## config.mk

```make
export PLATFORM = sky130hd
export DESIGN_NAME = neuron_mac_seq_flat
export DESIGN_NICKNAME = d
export VERILOG_FILES = /design/src/rtl/neuron_mac_if.sv /design/src/rtl/neuron_mac_seq.sv /design/src/flat_wrapper.sv
export SDC_FILE = /design/constraint.sdc
export NUM_CORES = 1
export LEC_CHECK = 0
export ABC_AREA = 1
export CORE_MARGIN = 4
export CORE_UTILIZATION = 40
export DETAILED_ROUTE_END_ITERATION = 6
export GPL_ROUTABILITY_DRIVEN = 0
export PLACE_DENSITY_LB_ADDON = 0.2
export SETUP_SLACK_MARGIN = 0.4
export SLEW_MARGIN = 10
export SYNTH_ARGS = -nofsm -noshare
export SYNTH_HDL_FRONTEND = slang
export SYNTH_SLANG_ARGS = --single-unit
```

## constraint.sdc

```tcl
create_clock -name clk -period 6.7 [get_ports clk]
set_clock_uncertainty 0.1 [all_clocks]
set_input_delay 1.34 -clock clk [delete_from_list [all_inputs] [get_ports clk]]
set_output_delay 1.34 -clock clk [all_outputs]
set_load 0.005 [all_outputs]
```

## src/rtl/neuron_mac_if.sv

```systemverilog
// Handshake, weight-write and result signals of one sequential neuron.
// Master drives the request side; slave is the neuron itself.
interface neuron_mac_if #(
    parameter int DATA_WIDTH = 8,
    parameter int N_INPUTS   = 4
);
    localparam int AW = $clog2(N_INPUTS + 1);

    logic                           en;
    logic                           start;
    logic [1:0]                     act_mode;
    logic [N_INPUTS*DATA_WIDTH-1:0] x;
    logic                           w_we;
    logic [AW-1:0]                  w_addr;
    logic signed [DATA_WIDTH-1:0]   w_data;
    logic                           busy;
    logic                           done;
    logic signed [DATA_WIDTH-1:0]   y;

    modport master (
        output en, start, act_mode, x, w_we, w_addr, w_data,
        input  busy, done, y
    );

    modport slave (
        input  en, start, act_mode, x, w_we, w_addr, w_data,
        output busy, done, y
    );
endinterface

```

## src/rtl/neuron_mac_seq.sv

```systemverilog
// Sequential fixed-point neuron: one shared multiplier, one input per cycle,
// runtime-writable weights/bias, selectable activation and output saturation.
module neuron_mac_seq #(
    parameter int DATA_WIDTH = 8,
    parameter int FRAC_BITS  = 4,
    parameter int N_INPUTS   = 4,
    parameter int ACC_WIDTH  = 2*DATA_WIDTH + $clog2(N_INPUTS) + 1
) (
    input logic         clk,
    input logic         rst,
    neuron_mac_if.slave bus
);
    localparam int DW = DATA_WIDTH;
    localparam int PW = 2*DATA_WIDTH;
    localparam int AW = $clog2(N_INPUTS + 1);
    localparam int IW = (N_INPUTS > 1) ? $clog2(N_INPUTS) : 1;
    localparam logic [AW-1:0] BIAS_ADDR = AW'(N_INPUTS);
    localparam logic [IW-1:0] LAST_IDX  = IW'(N_INPUTS - 1);
    localparam logic signed [ACC_WIDTH-1:0] SAT_MAX = ACC_WIDTH'((2**(DW-1)) - 1);
    localparam logic signed [ACC_WIDTH-1:0] SAT_MIN = ACC_WIDTH'(-(2**(DW-1)));

    typedef enum logic [2:0] {S_IDLE, S_LOAD, S_MAC, S_ACT, S_DONE} state_t;

    state_t state, state_nxt;

    logic signed [DW-1:0]        w_r  [N_INPUTS];
    logic signed [DW-1:0]        wk   [N_INPUTS];
    logic signed [DW-1:0]        xr   [N_INPUTS];
    logic signed [DW-1:0]        bias_r;
    logic [1:0]                  mode_r;
    logic signed [ACC_WIDTH-1:0] acc;
    logic [IW-1:0]               idx;
    logic signed [DW-1:0]        y_r;

    logic signed [PW-1:0]        prod, prod_sh;
    logic signed [ACC_WIDTH-1:0] prod_ext, v_act;
    logic signed [DW-1:0]        y_nxt;

    logic idle_go;
    assign idle_go = bus.en && (state == S_IDLE);

    always_ff @(posedge clk or posedge rst) begin
        if (rst) state <= S_IDLE;
        else     state <= state_nxt;
    end

    always_comb begin
        state_nxt = state;
        if (bus.en) begin
            case (state)
                S_IDLE:  if (bus.start) state_nxt = S_LOAD;
                S_LOAD:  state_nxt = S_MAC;
                S_MAC:   if (idx == LAST_IDX) state_nxt = S_ACT;
                S_ACT:   state_nxt = S_DONE;
                S_DONE:  state_nxt = S_IDLE;
                default: state_nxt = S_IDLE;
            endcase
        end
    end

    // Live weights take writes only while idle; the run works from a snapshot
    // taken at start, so a write coinciding with start does not affect it.
    always_ff @(posedge clk or posedge rst) begin
        if (rst) begin
            for (int i = 0; i < N_INPUTS; i++) w_r[i] <= '0;
            bias_r <= '0;
        end else if (idle_go && bus.w_we) begin
            if (bus.w_addr == BIAS_ADDR) bias_r <= bus.w_data;
            for (int i = 0; i < N_INPUTS; i++)
                if (bus.w_addr == AW'(i)) w_r[i] <= bus.w_data;
        end
    end

    // Full-width product, floor shift, sign-extended into the accumulator.
    assign prod     = xr[idx] * wk[idx];
    assign prod_sh  = prod >>> FRAC_BITS;
    assign prod_ext = {{(ACC_WIDTH-PW){prod_sh[PW-1]}}, prod_sh};

    always_comb begin
        v_act = acc;
        case (mode_r)
            2'd0:    v_act = acc;
            2'd2:    v_act = acc[ACC_WIDTH-1] ? (acc >>> 3) : acc;
            default: v_act = acc[ACC_WIDTH-1] ? '0 : acc;
        endcase
        y_nxt = v_act[DW-1:0];
        if (v_act > SAT_MAX)      y_nxt = SAT_MAX[DW-1:0];
        else if (v_act < SAT_MIN) y_nxt = SAT_MIN[DW-1:0];
    end

    always_ff @(posedge clk or posedge rst) begin
        if (rst) begin
            acc    <= '0;
            idx    <= '0;
            y_r    <= '0;
            mode_r <= '0;
            for (int i = 0; i < N_INPUTS; i++) begin
                xr[i] <= '0;
                wk[i] <= '0;
            end
        end else if (bus.en) begin
            case (state)
                S_IDLE: if (bus.start) begin
                    for (int i = 0; i < N_INPUTS; i++) begin
                        xr[i] <= bus.x[i*DW +: DW];
                        wk[i] <= w_r[i];
                    end
                    mode_r <= bus.act_mode;
                    acc    <= {{(ACC_WIDTH-DW){bias_r[DW-1]}}, bias_r};
                    idx    <= '0;
                end
                S_MAC: begin
                    acc <= acc + prod_ext;
                    idx <= idx + 1'b1;
                end
                S_ACT:   y_r <= y_nxt;
                default: ;
            endcase
        end
    end

    assign bus.busy = (state != S_IDLE);
    assign bus.done = (state == S_DONE);
    assign bus.y    = y_r;
endmodule

```

## src/flat_wrapper.sv

```systemverilog
// flat-port wrapper written by rule: the top's interface ports become plain ports
module neuron_mac_seq_flat 
#(
    parameter int DATA_WIDTH = 8,
    parameter int FRAC_BITS  = 4,
    parameter int N_INPUTS   = 4,
    parameter int ACC_WIDTH  = 2*DATA_WIDTH + $clog2(N_INPUTS) + 1
)
  (clk, rst, bus_en, bus_start, bus_act_mode, bus_x, bus_w_we, bus_w_addr, bus_w_data, bus_busy, bus_done, bus_y);
  neuron_mac_if #(.DATA_WIDTH(DATA_WIDTH), .N_INPUTS(N_INPUTS)) bus_i ();
  input logic clk;
  input logic rst;
  input wire logic [$bits(bus_i.en)-1:0] bus_en;
  input wire logic [$bits(bus_i.start)-1:0] bus_start;
  input wire logic [$bits(bus_i.act_mode)-1:0] bus_act_mode;
  input wire logic [$bits(bus_i.x)-1:0] bus_x;
  input wire logic [$bits(bus_i.w_we)-1:0] bus_w_we;
  input wire logic [$bits(bus_i.w_addr)-1:0] bus_w_addr;
  input wire logic [$bits(bus_i.w_data)-1:0] bus_w_data;
  output wire logic [$bits(bus_i.busy)-1:0] bus_busy;
  output wire logic [$bits(bus_i.done)-1:0] bus_done;
  output wire logic [$bits(bus_i.y)-1:0] bus_y;
  assign bus_i.en = bus_en;
  assign bus_i.start = bus_start;
  assign bus_i.act_mode = bus_act_mode;
  assign bus_i.x = bus_x;
  assign bus_i.w_we = bus_w_we;
  assign bus_i.w_addr = bus_w_addr;
  assign bus_i.w_data = bus_w_data;
  assign bus_busy = bus_i.busy;
  assign bus_done = bus_i.done;
  assign bus_y = bus_i.y;
  neuron_mac_seq #(.DATA_WIDTH(DATA_WIDTH), .FRAC_BITS(FRAC_BITS), .N_INPUTS(N_INPUTS), .ACC_WIDTH(ACC_WIDTH)) u_core (.clk(clk), .rst(rst), .bus(bus_i));
endmodule
```

==> results of run 1 <==
## worst min path at each step
stage                      to            from  slack, ns  depth (start not counted)
2_1_floorplan   u_core.w_r[0]   u_core.w_r[0]       0.35                          2
3_3_place_gp   u_core.w_r[20]  u_core.w_r[20]       0.36                          2
3_5_place_dp    u_core.w_r[6]   u_core.w_r[6]       0.37                          2
4_1_cts         u_core.w_r[6]   u_core.w_r[6]       0.39                          2
5_1_grt        u_core.w_r[11]  u_core.w_r[11]       0.41                          2
6_report        u_core.w_r[2]   u_core.w_r[2]       0.39                          2
## kinds of logic after synthesis
family,count (synthesis),share of synthesized area
AND/OR/NAND/NOR,461,0.1914
buffers and inverters,244,0.09452
AO/OA/AOI/OAI,206,0.1209
flip-flops,138,0.3455
adder cells (fa/ha/maj),103,0.1703
multiplexers,57,0.06422
XOR/XNOR,15,0.01315
## layout make-up
class	count	area, µm²
multi-input combinational	842	6476
clock buffer	17	425.4
fill	2291	11370
timing repair buffer	130	1341
clock inverter	15	172.7
tap	324	405.4
sequential	138	3455
inverter	212	814.5
## registers in the layout (all words and copies together), names as in the netlist
register and count:
u_core.mode_r 2, u_core.bus.y 8, u_core.xr 32, u_core.wk 32
u_core.idx 2, u_core.w_r 32, u_core.state 3, u_core.bias_r 8
u_core.acc 19
## worst reg2reg max path: cells and delay by family (launching register included)
| kind | cells | cell delay, ns |
|---|---|---|
| adders and majority gates | 6 | 2.41 |
| and+or+nand+nor | 12 | 1.29 |
| buffers and inverters | 8 | 0.94 |
| AOI/OAI and AO/OA | 6 | 0.90 |
| DFF | 1 | 0.46 |
## stage by stage
| step | area (µm²) | util | hold WS [ns] | setup WS (ns) | std cells |
|---|---|---|---|---|---|
| after floorplan | 9995 | - | 0.3492 | 0.5252 | 1224 |
| after global placement | 11100 | 0.4537 | 0.3636 | 0.1575 | 1603 |
| after detailed placement | 11100 | 0.4537 | 0.3695 | 0.01725 | 1603 |
| after CTS | 11790 | 0.4820 | 0.3878 | 0.3765 | 1635 |
| after global routing | 13090 | 0.5351 | 0.4112 | 0.1703 | 1678 |
| final | 13090 | 0.5351 | 0.3865 | 0.4760 | 1678 |
## per-layer routing
layer	up-vias	global-route usage
li1	4182	-
met4	0	0.04842
met2	168	0.2983
met3	37	0.02690
met1	4134	0.2603
met5	-	0
## repair_timing
item | 4_1_cts | 5_1_grt
gates cloned | 0 | 6
setup buffers | 0 | 37
endpoints found under the hold margin | 0 | 0
hold buffers | 0 | 0
gates resized for setup | 23 | 205
endpoints found under the setup margin | 14 | 14
pin swaps | 5 | 90
## layout by cell type (no fill, tap or decap), types with 13 or more instances in the layout
| master | n |
|---|---|
| nand2_2 | 26 |
| buf_4 | 50 |
| a21oi_1 | 49 |
| nor3_1 | 14 |
| inv_1 | 179 |
| a21oi_2 | 13 |
| mux2_2 | 57 |
| nand2_1 | 221 |
| dfrtp_1 | 137 |
| clkdlybuf4s50_1 | 59 |
| nor2_4 | 15 |
| nor2_2 | 23 |
| fa_1 | 51 |
| inv_2 | 26 |
| ha_1 | 26 |
| nor2_1 | 87 |
| ha_4 | 20 |
| nand3_1 | 40 |
| o21ai_0 | 72 |
| clkbuf_16 | 22 |
## synth_stat cells, drive strengths merged
master	instances
a32o	1
nor3	18
xnor2	6
a21o	5
inv	210
mux2	57
nand3	47
a2bb2oi	2
clkinv	2
or2	4
o21ai	82
buf	15
clkbuf	17
nand3b	3
ha	48
nand4	10
fa	55
a31oi	3
a21oi	71
o211ai	4
o221ai	1
nand2	252
o2111ai	2
a22oi	6
nor2	125
nor4	2
o21bai	7
xor2	9
o22ai	1
a32oi	12
dfrtp	138
a21boi	9
==> results.toml, run 1 <==
[route]
vias = 8521
ant_nets = 0
wl_met3_um = 937
top_layer = "met4"
post_drt_wl_per_cell_um = 16.44
wl_met2_mm = 13.49
viasPerCell = 5.078
drtIter0Drc = 497
finalWirelength_mm = 27.58
drc = 0
met1_length_mm = 12.63
firstDrtPassIters = 7

[clock_network]
cts_made_buffers = 17
cts.path.max_buffers = 2
cts_tree = "yes"
htreeDepth = 4
worst_skew_pair.late_latency_ns = 0.42
cts_root_buf = "clkbuf_16"
path_clk_slew_ns = 0.07
cts.sinks = 138

[timing]
worstMarginPinSlew_ns = 1.250
fmax_mhz = 160.7
setup_viol = 0
period_needed_ns = 6.224
fin_tns_setup_ns = 0
slew-limit-headroom = 0.1664
final_max_slew_viol_count = 0
final.period_utilization = 0.9290
rsz0062_at_grt = "true"
hold_viol_final = 0

[die]
start_util = 0.4086
core_um2 = 24460
rows = 57
die_height_um = 166.1
die_area_um2 = 27580
die_x_um = 166.1
ioPinCount = 60

[global_routing]
grt_pass1_vias = 8206
grt_max_degree = 86
antenna_found_initial = 0
track_usage = 0.1841
grt_pass1_wl_mm = 42.08
overflow = 0

[synthesis]
yosysTopAreaCell = "dfrtp_1"
ys_ff_latch = 138
synth_top_area_frac = 0.3455
synthesis.nets = 1377
synth_area_um2 = 9995
syn_avg_cell_area_um2 = 8.166
synthCells = 1224
yosysSeqAreaShare = 0.3455
yosys_warnings = 0
synth_cell_types = 45
synthTopCellsByArea = "dfrtp_1, fa_1, nand2_1"

[flow_run]
drv_cap = 0

[setup_path]
critical_path.max_stage_delay_ns = 0.55
path_depth = 32
critPathKind = "flop to flop"
critPathLaunch = "u_core.idx[0]"
crit_path_end_kind = "flop"
reg2reg_to = "u_core.acc[18]"
crit_family = "adder cells"
r2r_slack_ns = 0.48
r2r_start = "u_core.idx[0]"
critPathBufInv = 8
cpMaxStageDelayCell = "fa_1"
cp-start-kind = "flop"
cp_max_fo = 8
required_ns = 6.86
arrival_ns = 6.38
critPathCapture = "u_core.acc[18]"
rr_worst_depth = 32

[placed_design]
io_buffers = 59
hpwl_mm = 18.96

[min_path]
worstHoldPathType = "flop to flop"

[run_status]
status = "finished clean"

[cells_and_area]
nNetsFinal = 1494
diodes = 0
layout-drive-gt1-share = 0.2614
area_growth_pct = 30.97
Power of run 1 is not shown: default switching activity piles up to over one toggle a cycle in this logic, so the estimate is an artifact.
==> run 2, diff against run 1 <==
Settings changed: GPL_TIMING_DRIVEN set to 0.
==> results.toml, run 2 (same netlist as run 1, synthesis figures left out) <==
[clock_network]
cts_root_buf = "clkbuf_16"
cts_tree = "yes"
worst_skew_pair.late_latency_ns = 0.43
cts.path.max_buffers = 2
htreeDepth = 4
path_clk_slew_ns = 0.07
cts_made_buffers = 17
cts.sinks = 138

[route]
post_drt_wl_per_cell_um = 16.33
drc = 0
viasPerCell = 5.132
vias = 8657
firstDrtPassIters = 7
ant_nets = 0
finalWirelength_mm = 27.55
drtIter0Drc = 566

[cells_and_area]
area_growth_pct = 31.64
reg.largest.list = "u_core.w_r: 32 flops, u_core.wk: 32 flops, u_core.xr: 32 flops"
final_cell_mix = "nand2_1, inv_1, dfrtp_1"
final_util = 0.5378
layout-drive-gt1-share = 0.2561
layout_commonest_cell = "nand2_1"
fin_area_um2 = 13160
nNetsFinal = 1503
nFillCells = 2247
diodes = 0

[timing]
worst_slack_ns = 0.4937
rsz0062_at_grt = "true"
fmax_mhz = 161.1
setup_viol = 0
worstMarginPinSlew_ns = 0.7418
hold_viol_final = 0
final_max_slew_viol_count = 0
period_needed_ns = 6.206
final.period_utilization = 0.9263
slew-limit-headroom = 0.5054

[flow_run]
drv_cap = 0

[global_routing]
overflow = 0
grt_pass1_wl_mm = 43.83
grt_max_degree = 86
grt_pass1_vias = 8580
antenna_found_initial = 0
track_usage = 0.1931

[placed_design]
dp_slack_ns = -0.9464
hpwl_mm = 19.89
placed_area_um2 = 11020
io_buffers = 59

[setup_path]
cp-start-kind = "flop"
critPathBufInv = 8
crit_path_end_kind = "flop"
cp_max_fo = 6
crit_family = "adder cells"
critPathKind = "flop to flop"
critical_path.max_stage_delay_ns = 0.52
required_ns = 6.96
cpMostUsedCell = "nand2_1"
arrival_ns = 6.47
cpMaxStageDelayCell = "fa_1"

[die]
core_um2 = 24460
die_area_um2 = 27580
start_util = 0.4086
die_height_um = 166.1
ioPinCount = 60
die_x_um = 166.1
rows = 57

[min_path]
worstHoldPathType = "flop to flop"

[run_status]
status = "finished clean"
[run 2: worst register-to-register path: cells and delay by family (launching register included)]
| family | cells | cell delay (ns) |
|---|---|---|
| adder cells (fa/ha/maj) | 6 | 2.59 |
| flip-flops | 1 | 0.44 |
| buffers and inverters | 8 | 0.80 |
| AND/OR/NAND/NOR | 13 | 0.99 |
| AO/OA/AOI/OAI | 5 | 1.07 |
| XOR/XNOR | 1 | 0.17 |
[run 2: area by class of cell]
cell class / count / area, µm² / area share
Tap cell: 324 / 405.4 / 0.03081
Multi-Input combinational cell: 842 / 6596 / 0.5014
Clock inverter: 15 / 173.9 / 0.01322
Timing Repair Buffer: 107 / 1011 / 0.07684
Buffer: 32 / 262.8 / 0.01997
Sequential cell: 138 / 3456 / 0.2627
Clock buffer: 17 / 425.4 / 0.03233
Inverter: 212 / 825.8 / 0.06277
[run 2: repair_timing]
action	4_1_cts	5_1_grt
buffers inserted	11	34
hold buffers	0	0
endpoints found under the setup margin	15	14
resized for setup	95	169
gates cloned	0	2
pin swaps	10	80
[run 2: layer usage]
layer,global-route usage,routed length (µm),vias up
li1,-,-,4195
met1,0.2647,12660,4246
met2,0.3242,13430,177
met3,0.02785,888,39
met4,0.04878,563,0
met5,0,0,-
[run 2: final timing paths]
kind	depth (start not counted)	to	start	slack (ns)
setup / recovery	33	u_core.acc[18]	u_core.idx[1]	0.49
hold / removal	2	u_core.w_r[7]	u_core.w_r[7]	0.38
setup reg to reg	33	u_core.acc[18]	u_core.idx[1]	0.49
hold reg to reg	2	u_core.w_r[7]	u_core.w_r[7]	0.38
max in group asynchronous	3	u_core.xr[0]	rst	4.46
min in group asynchronous	2	u_core.wk[1]	rst	1.23
[run 2: per-stage QoR]
stage	setup TNS [ns]	hold WS, ns	cells
floorplan	0	0.3492	1224
global placement	-67.85	0.3651	1607
detailed placement	-7.400	0.3691	1608
CTS	0	0.3856	1651
global route	0	0.3995	1687
finish	0	0.3819	1687
Power of run 2 is left out for the same reason.
==> run 3, diff against run 2 <==
Settings changed: GPL_ROUTABILITY_DRIVEN 0 to not set.
Clock period 6.7 ns to 6.6 ns, I/O delays scaled along.
==> results.toml, run 3 (same netlist as run 1, synthesis figures left out) <==
[timing]
worstMarginPinSlew_ns = 0.7177
final.period_utilization = 0.9298
final_max_slew_viol_count = 0
hold_viol_final = 0
fmax_mhz = 163.0
period_needed_ns = 6.137
rsz0062_at_grt = "true"
slew-limit-headroom = 0.5215
setup_viol = 0

[setup_path]
critical_path.max_stage_delay_ns = 0.54
cp_max_fo = 7
critPathLaunch = "u_core.idx[0]"
cpMaxStageDelayCell = "fa_1"
r2r_start = "u_core.idx[0]"
critPathKind = "flop to flop"
arrival_ns = 6.35
cp-start-kind = "flop"
required_ns = 6.82
cpMostUsedCell = "fa_1"
crit_path_end_kind = "flop"
r2r_slack_ns = 0.46

[route]
viasPerCell = 5.129
vias = 8874
drc = 0
drtIter0Drc = 611
ant_nets = 0
firstDrtPassIters = 5
finalWirelength_mm = 28.87
post_drt_wl_per_cell_um = 16.69

[die]
start_util = 0.4086
die_area_um2 = 27580
ioPinCount = 60
die_height_um = 166.1
core_um2 = 24460
rows = 57
die_x_um = 166.1

[global_routing]
antenna_found_initial = 0
grt_pass1_vias = 8799
track_usage = 0.1991
grt_max_degree = 82
overflow = 0
grt_pass1_wl_mm = 45.10

[clock_network]
cts_tree = "yes"
worst_skew_pair.late_latency_ns = 0.44
cts_root_buf = "clkbuf_16"
cts_made_buffers = 17
cts.sinks = 138
cts.path.max_buffers = 2
htreeDepth = 4
holdBufCountCts = 0
path_clk_slew_ns = 0.08

[cells_and_area]
nNetsFinal = 1546
diodes = 0
reg.largest.list = "u_core.w_r: 32 flops, u_core.wk: 32 flops, u_core.xr: 32 flops"
layout-drive-gt1-share = 0.3158
layout_commonest_cell = "nand2_1"
final_util = 0.5645
final_cell_mix = "nand2_1, inv_1, dfrtp_1"
area_growth_pct = 38.17

[placed_design]
hpwl_mm = 20.20
io_buffers = 59
gp_congestion = 0.9190

[min_path]
worstHoldPathType = "flop to flop"
hold_start = "u_core.w_r[7]"

[flow_run]
drv_cap = 0

[run_status]
status = "finished clean"
[run 3: per-stage QoR]
| step | worst slack, ns | hold WS [ns] | TNS [ns] | instance area, µm² | instances |
|---|---|---|---|---|---|
| 4_1_cts | 0.3539 | 0.3839 | 0 | 12270 | 1653 |
| 3_5_place_dp | -1.046 | 0.3691 | -8.998 | 11020 | 1608 |
| 6_report | 0.4633 | 0.3821 | 0 | 13810 | 1730 |
| 2_1_floorplan | 0.4252 | 0.3492 | 0 | 9995 | 1224 |
| 3_3_place_gp | -0.9814 | 0.3638 | -79.16 | 10990 | 1607 |
| 5_1_grt | 0.2065 | 0.3983 | 0 | 13810 | 1730 |
[run 3: timing repair]
item | CTS | global route
resized for setup | 121 | 230
buffers inserted | 13 | 73
pin swaps | 16 | 133
gates cloned | 0 | 4
setup endpoints to repair | 15 | 14
[run 3: worst paths after layout]
check,endpoint,cells past startpoint
min in group asynchronous,u_core.w_r[23],2
worst min register to register,u_core.w_r[7],2
worst max-delay path,u_core.acc[8],29
worst max register to register,u_core.acc[8],29
max in group asynchronous,u_core.xr[0],3
worst min-delay path,u_core.w_r[7],2
[run 3: area by class of cell]
class / count / area (µm²)
inverter: 212 / 830.8
fill: 2133 / 10650
clock buffer: 17 / 425.4
sequential: 138 / 3456
multi-input combinational: 842 / 6807
timing repair buffer: 150 / 1449
buffer: 32 / 267.8
tap: 324 / 405.4
clock inverter: 15 / 168.9
[run 3: worst max-delay path: cells and delay by family (launching register included)]
kind                     cells  cell delay [ns]
adder cells (fa/ha/maj)      6             2.68
AND/OR/NAND/NOR              8             1.15
buffers and inverters       10             0.95
AO/OA/AOI/OAI                4             0.50
flip-flops                   1             0.48
XOR/XNOR                     1             0.16
[run 3: layer usage]
metal,track usage,up-vias,wire length [µm]
met4,0.05452,0,753
met3,0.02928,52,856
li1,-,4287,-
met1,0.2720,4379,13120
met2,0.3327,156,14140
met5,0,-,0
Power of run 3 is left out for the same reason.
